`src/rtl/open_list_min_scan.sv`:
```
// Minimum-value scanner over a synchronous-read queue: reports the smallest entry among 0..count-1 and its address.
// Optional MIN_SCAN_SKIP_ZERO_EN: zero entries are treated as free slots and excluded from the search.
module open_list_min_scan #(
  parameter int DATA_WIDTH = 8,
  parameter int ADDR_WIDTH = 4
) (
  input  logic                  clk,
  input  logic                  rst_n,
  input  logic                  start,
  input  logic [ADDR_WIDTH:0]   count,
  output logic [ADDR_WIDTH-1:0] rd_addr,
  input  logic [DATA_WIDTH-1:0] rd_data,
  output logic                  busy,
  output logic                  done,
  output logic                  empty,
  output logic [DATA_WIDTH-1:0] min_data,
  output logic [ADDR_WIDTH-1:0] min_addr
);

  // state | meaning
  // IDLE  | waiting for start
  // SCAN  | issuing read addresses 0..N-1
  // DRAIN | comparing the last entry still in the read pipe
  // FIN   | done pulse; results valid; start accepted here too
  typedef enum logic [1:0] {IDLE, SCAN, DRAIN, FIN} state_t;

  localparam logic [ADDR_WIDTH:0] DEPTH = {1'b1, {ADDR_WIDTH{1'b0}}};

  state_t                  state, state_nxt;
  logic [ADDR_WIDTH:0]     n_clamp;
  logic [ADDR_WIDTH-1:0]   last_addr, last_nxt;
  logic                    accept;
  logic                    pipe_valid;
  logic [ADDR_WIDTH-1:0]   pipe_addr;
  logic [DATA_WIDTH-1:0]   run_min, cand_min;
  logic [ADDR_WIDTH-1:0]   run_addr, cand_addr;
  logic                    run_found, cand_found;
  logic                    eligible, take;

  assign accept   = start && (state == IDLE || state == FIN);
  assign n_clamp  = (count > DEPTH) ? DEPTH : count;
  // N = 2^ADDR_WIDTH has zero low bits, so the truncated subtract still yields the top address.
  assign last_nxt = n_clamp[ADDR_WIDTH-1:0] - 1'b1;

  assign busy = (state == SCAN) || (state == DRAIN);
  assign done = (state == FIN);

  always_comb begin
    state_nxt = state;
    case (state)
      IDLE, FIN: begin
        if (accept)
          state_nxt = (n_clamp == '0) ? FIN : SCAN;
        else
          state_nxt = IDLE;
      end
      SCAN:    if (rd_addr == last_addr) state_nxt = DRAIN;
      DRAIN:   state_nxt = FIN;
      default: state_nxt = IDLE;
    endcase
  end

  always_comb begin
`ifdef MIN_SCAN_SKIP_ZERO_EN
    eligible = pipe_valid && (rd_data != '0);
`else
    eligible = pipe_valid;
`endif
    // The first eligible entry always lands so an all-ones value still records its address.
    take       = eligible && (!run_found || (rd_data < run_min));
    cand_min   = take ? rd_data : run_min;
    cand_addr  = take ? pipe_addr : run_addr;
    cand_found = run_found || eligible;
  end

  always_ff @(posedge clk or negedge rst_n) begin
    if (!rst_n) begin
      state      <= IDLE;
      rd_addr    <= '0;
      last_addr  <= '0;
      pipe_valid <= 1'b0;
      pipe_addr  <= '0;
      run_min    <= '1;
      run_addr   <= '0;
      run_found  <= 1'b0;
      empty      <= 1'b1;
      min_data   <= '1;
      min_addr   <= '0;
    end else begin
      state <= state_nxt;
      if (accept) begin
        rd_addr    <= '0;
        last_addr  <= last_nxt;
        pipe_valid <= 1'b0;
        run_min    <= '1;
        run_addr   <= '0;
        run_found  <= 1'b0;
        if (n_clamp == '0) begin
          empty    <= 1'b1;
          min_data <= '1;
          min_addr <= '0;
        end
      end else if (state == SCAN) begin
        pipe_valid <= 1'b1;
        pipe_addr  <= rd_addr;
        if (rd_addr != last_addr) rd_addr <= rd_addr + 1'b1;
        run_min    <= cand_min;
        run_addr   <= cand_addr;
        run_found  <= cand_found;
      end else if (state == DRAIN) begin
        pipe_valid <= 1'b0;
        run_min    <= cand_min;
        run_addr   <= cand_addr;
        run_found  <= cand_found;
        empty      <= !cand_found;
        min_data   <= cand_min;
        min_addr   <= cand_addr;
      end
    end
  end

endmodule

```
`config.mk`:
```
export PLATFORM = sky130hd
export DESIGN_NAME = open_list_min_scan
export DESIGN_NICKNAME = d
export VERILOG_FILES = /design/src/rtl/open_list_min_scan.sv
export SDC_FILE = /design/constraint.sdc
export NUM_CORES = 1
export LEC_CHECK = 0
export BUFFER_PORTS_ARGS = -buffer_cell sky130_fd_sc_hd__buf_2
export CAP_MARGIN = 20
export CORE_UTILIZATION = 30
export CTS_CLUSTER_DIAMETER = 100
export DETAILED_ROUTE_END_ITERATION = 7
export SLEW_MARGIN = 20
export SYNTH_ARGS = -nofsm -noshare
export SYNTH_HDL_FRONTEND = slang
export SYNTH_SLANG_ARGS = --single-unit
```
`constraint.sdc`:
```
create_clock -name clk -period 2.58 [get_ports clk]
set_input_delay 0.258 -clock clk [delete_from_list [all_inputs] [get_ports clk]]
set_output_delay 0.258 -clock clk [all_outputs]
set_load 0.01 [all_outputs]
```
==> results.json <==
{
  "seq_power_share": 0.362,
  "fin_cells": 374,
  "drive_above_1_share": 0.284,
  "antenna_found_initial": 0,
  "finalSetupViolCount": 0,
  "core_area_sq_um": 7250,
  "reg2reg_slack_ps": 310,
  "p_sw_frac": 0.394,
  "skew_ps": 4.03,
  "arrival_ps": 2480,
  "dp_hpwl_microns": 3500,
  "dr.first_iter.drc_count": 104,
  "drv_slew": 0,
  "diodes": 0,
  "reg2reg_depth": 7,
  "leakagePower_nw": 1.22,
  "num_rows": 31,
  "period_share": 0.878,
  "grt_pass1_wl_microns": 8720,
  "io_pins": 35,
  "drv_cap": 0,
  "crit_top_cell": "and3_1",
  "synthArstFlopShare": 1.00,
  "cts_tree": "done",
  "finalHoldViolCount": 0,
  "yosys.area_share.adder": 0.0667,
  "endpoint_kind": "flop",
  "nNetsFinal": 302,
  "vias": 1833,
  "min_path_type": "input port to async pin",
  "power.share.clock": 0.199,
  "p_int_mw": 1.88,
  "cts_setup_buffers": 0,
  "synth_mux_area_frac": 0.0245,
  "worst-slew-pin-transition_ps": 897,
  "slowest_delay_ps": 540,
  "synth_edf_count": 0,
  "relSlewSlack": 0.402,
  "initial_core_util": 0.310,
  "fillers": 770,
  "cts_root_buffer": "clkbuf_8",
  "r2r_start": "run_min[7]",
  "critPathRequiredTime_ps": 2790,
  "synth_xor_area_frac": 0.0311,
  "setup_tns_ps": 0,
  "grt_usage": 0.145,
  "drt_pass1_iterations": 4,
  "final_cell_mix": "34 x buf_2, 31 x nand3_1, 28 x o21ai_0",
  "layout_commonest_cell": "buf_2",
  "grt_pass1_vias": 1856,
  "design_area_sq_um": 2680,
  "gp_congestion": 0.802,
  "cp_top_family": "simple AND/OR/NAND/NOR gates",
  "synth_warnings": 0,
  "ant_nets": 0,
  "p_per_area_nw_per_um2": 1160,
  "rsz0062_at_grt": "false",
  "critical_path_buf_inv_count": 1,
  "clkTransAtPathRegs_ps": 80,
  "cts-hold-fix-buffers": 0,
  "rr_endpoint": "min_addr[0]",
  "cts_buffers": 5,
  "wl_per_cell_microns": 13.6,
  "status": "completed",
  "total_switching_power_mw": 1.22,
  "syn2layout_area_growth_pct": 19.0,
  "placed_area_sq_um": 2540,
  "syn_inst": 239,
  "critical_path.max_fanout": 9,
  "clock-sinks": 41,
  "peakVddDrop_mv": 0.380,
  "max_freq_mhz": 441,
  "synth_seq_cells": 41,
  "ys_seq_area_frac": 0.466,
  "avgSynthCellArea_sq_um": 9.41,
  "critPathLaunchType": "flop",
  "h-tree-depth": 2,
  "dieWidth_microns": 88.6,
  "grt_start_max_net_pins": 42,
  "dp_cells": 366,
  "synth.distinct_cells": 36,
  "cts_buffer_depth": 2,
  "yosys.area_share.simple": 0.179,
  "synth_area_sq_um": 2250,
  "crit_slowest_cell": "dfstp_2",
  "overflow": 0,
  "port-buffer-count": 34,
  "worstPathCellList": "inv_1 -> ha_1 -> and3_1 -> o21ai_0 -> and3_1 -> nand2_1 -> o221ai_1",
  "period_minus_slack_ps": 2270,
  "synth_ff_type": "dfrtp_1",
  "routed_wl_microns": 5070,
  "synth_compound_area_frac": 0.174,
  "syn_nets": 267,
  "drc_errors": 0,
  "clk_latency_ps": 290,
  "crit_start": "run_min[7]",
  "synth_top_family_by_area": "simple AND/OR/NAND/NOR gates",
  "die_h_microns": 88.6,
  "cts_resized": 0,
  "crit_type": "flop to flop",
  "dieArea_sq_um": 7850,
  "routed_via_density": 4.90,
  "share_comb_of_total_power": 0.439
}
per-layer routing:
metal  GRT usage  vias up  routed length (microns)
met2       0.232       36                     2360
met1       0.193      875                     2370
li1            -      916                        -
met5           0        -                        0
met3      0.0308        6                      264
met4      0.0557        0                       77
sequential cells by signal, summed over array words and instances, names as in the netlist:
signal,count
eligible,1
run_found,1
min_data,8
run_addr,4
min_addr,4
empty,1
run_min,8
pipe_addr,4
rd_addr,4
state,2
last_addr,4
worst max-delay path by stage:
stage               cells after the start  slack, ps     endpoint
detailed placement                      7        340  min_addr[3]
floorplan                               7        630  run_addr[1]
finish                                  7        310  min_addr[0]
global placement                        7        410  min_addr[0]
global route                            7        100   run_min[4]
CTS                                     7        310  min_addr[3]
per-stage QoR:
| stage | hold WS (ps) | worst slack, ps | util | total power [mW] |
|---|---|---|---|---|
| global placement | 449 | 414 | 0.350 | 2.47 |
| floorplan | -37.6 | 625 | - | 2.08 |
| CTS | 131 | 313 | 0.368 | 3.12 |
| global route | 175 | 98.7 | 0.369 | 3.38 |
| detailed placement | 455 | 337 | 0.350 | 2.50 |
| finish | 82.9 | 314 | 0.369 | 3.10 |
power groups by stage:
stage	combinational [mW]	sequential (mW)	clock [mW]
6_report	1.36	1.12	0.617
5_1_grt	1.57	1.16	0.653
4_1_cts	1.37	1.13	0.628
3_5_place_dp	1.36	1.14	0
3_3_place_gp	1.34	1.13	0
2_1_floorplan	0.937	1.15	0
synthesized netlist by cell type, types with 2 or more instances:
master,count,area [sq um]
inv_1,18,67.6
xnor2_1,3,26.3
nand2_1,13,48.8
buf_2,8,40.0
ha_1,12,150
nor3_1,2,10.0
nand3_1,31,155
mux2_2,4,45.0
dfstp_2,17,447
a31oi_1,10,62.6
nor2_1,21,78.8
dfrtp_1,24,601
or3_1,2,12.5
and3_1,3,18.8
a21oi_1,9,45.0
o211ai_1,4,30.0
o21ai_0,28,140
o221ai_1,4,35.0
clkbuf_1,5,18.8
xor2_1,5,43.8
area by class of cell:
cell class                      count  area (sq um)  share of cell area
Multi-Input combinational cell    166          1070               0.401
Clock inverter                      3          65.1              0.0243
Inverter                           18          67.6              0.0252
Clock buffer                        5          68.8              0.0257
Timing Repair Buffer               42           230              0.0860
Tap cell                           99           124              0.0463
Sequential cell                    41          1050               0.391
logic make-up after synthesis:
group / Yosys count
xor+xnor: 8
mux: 5
fa+ha+maj: 12
flops: 41
compound gates: 60
buf+inv: 32
simple gates: 81
(Power assumes the default switching activity.)
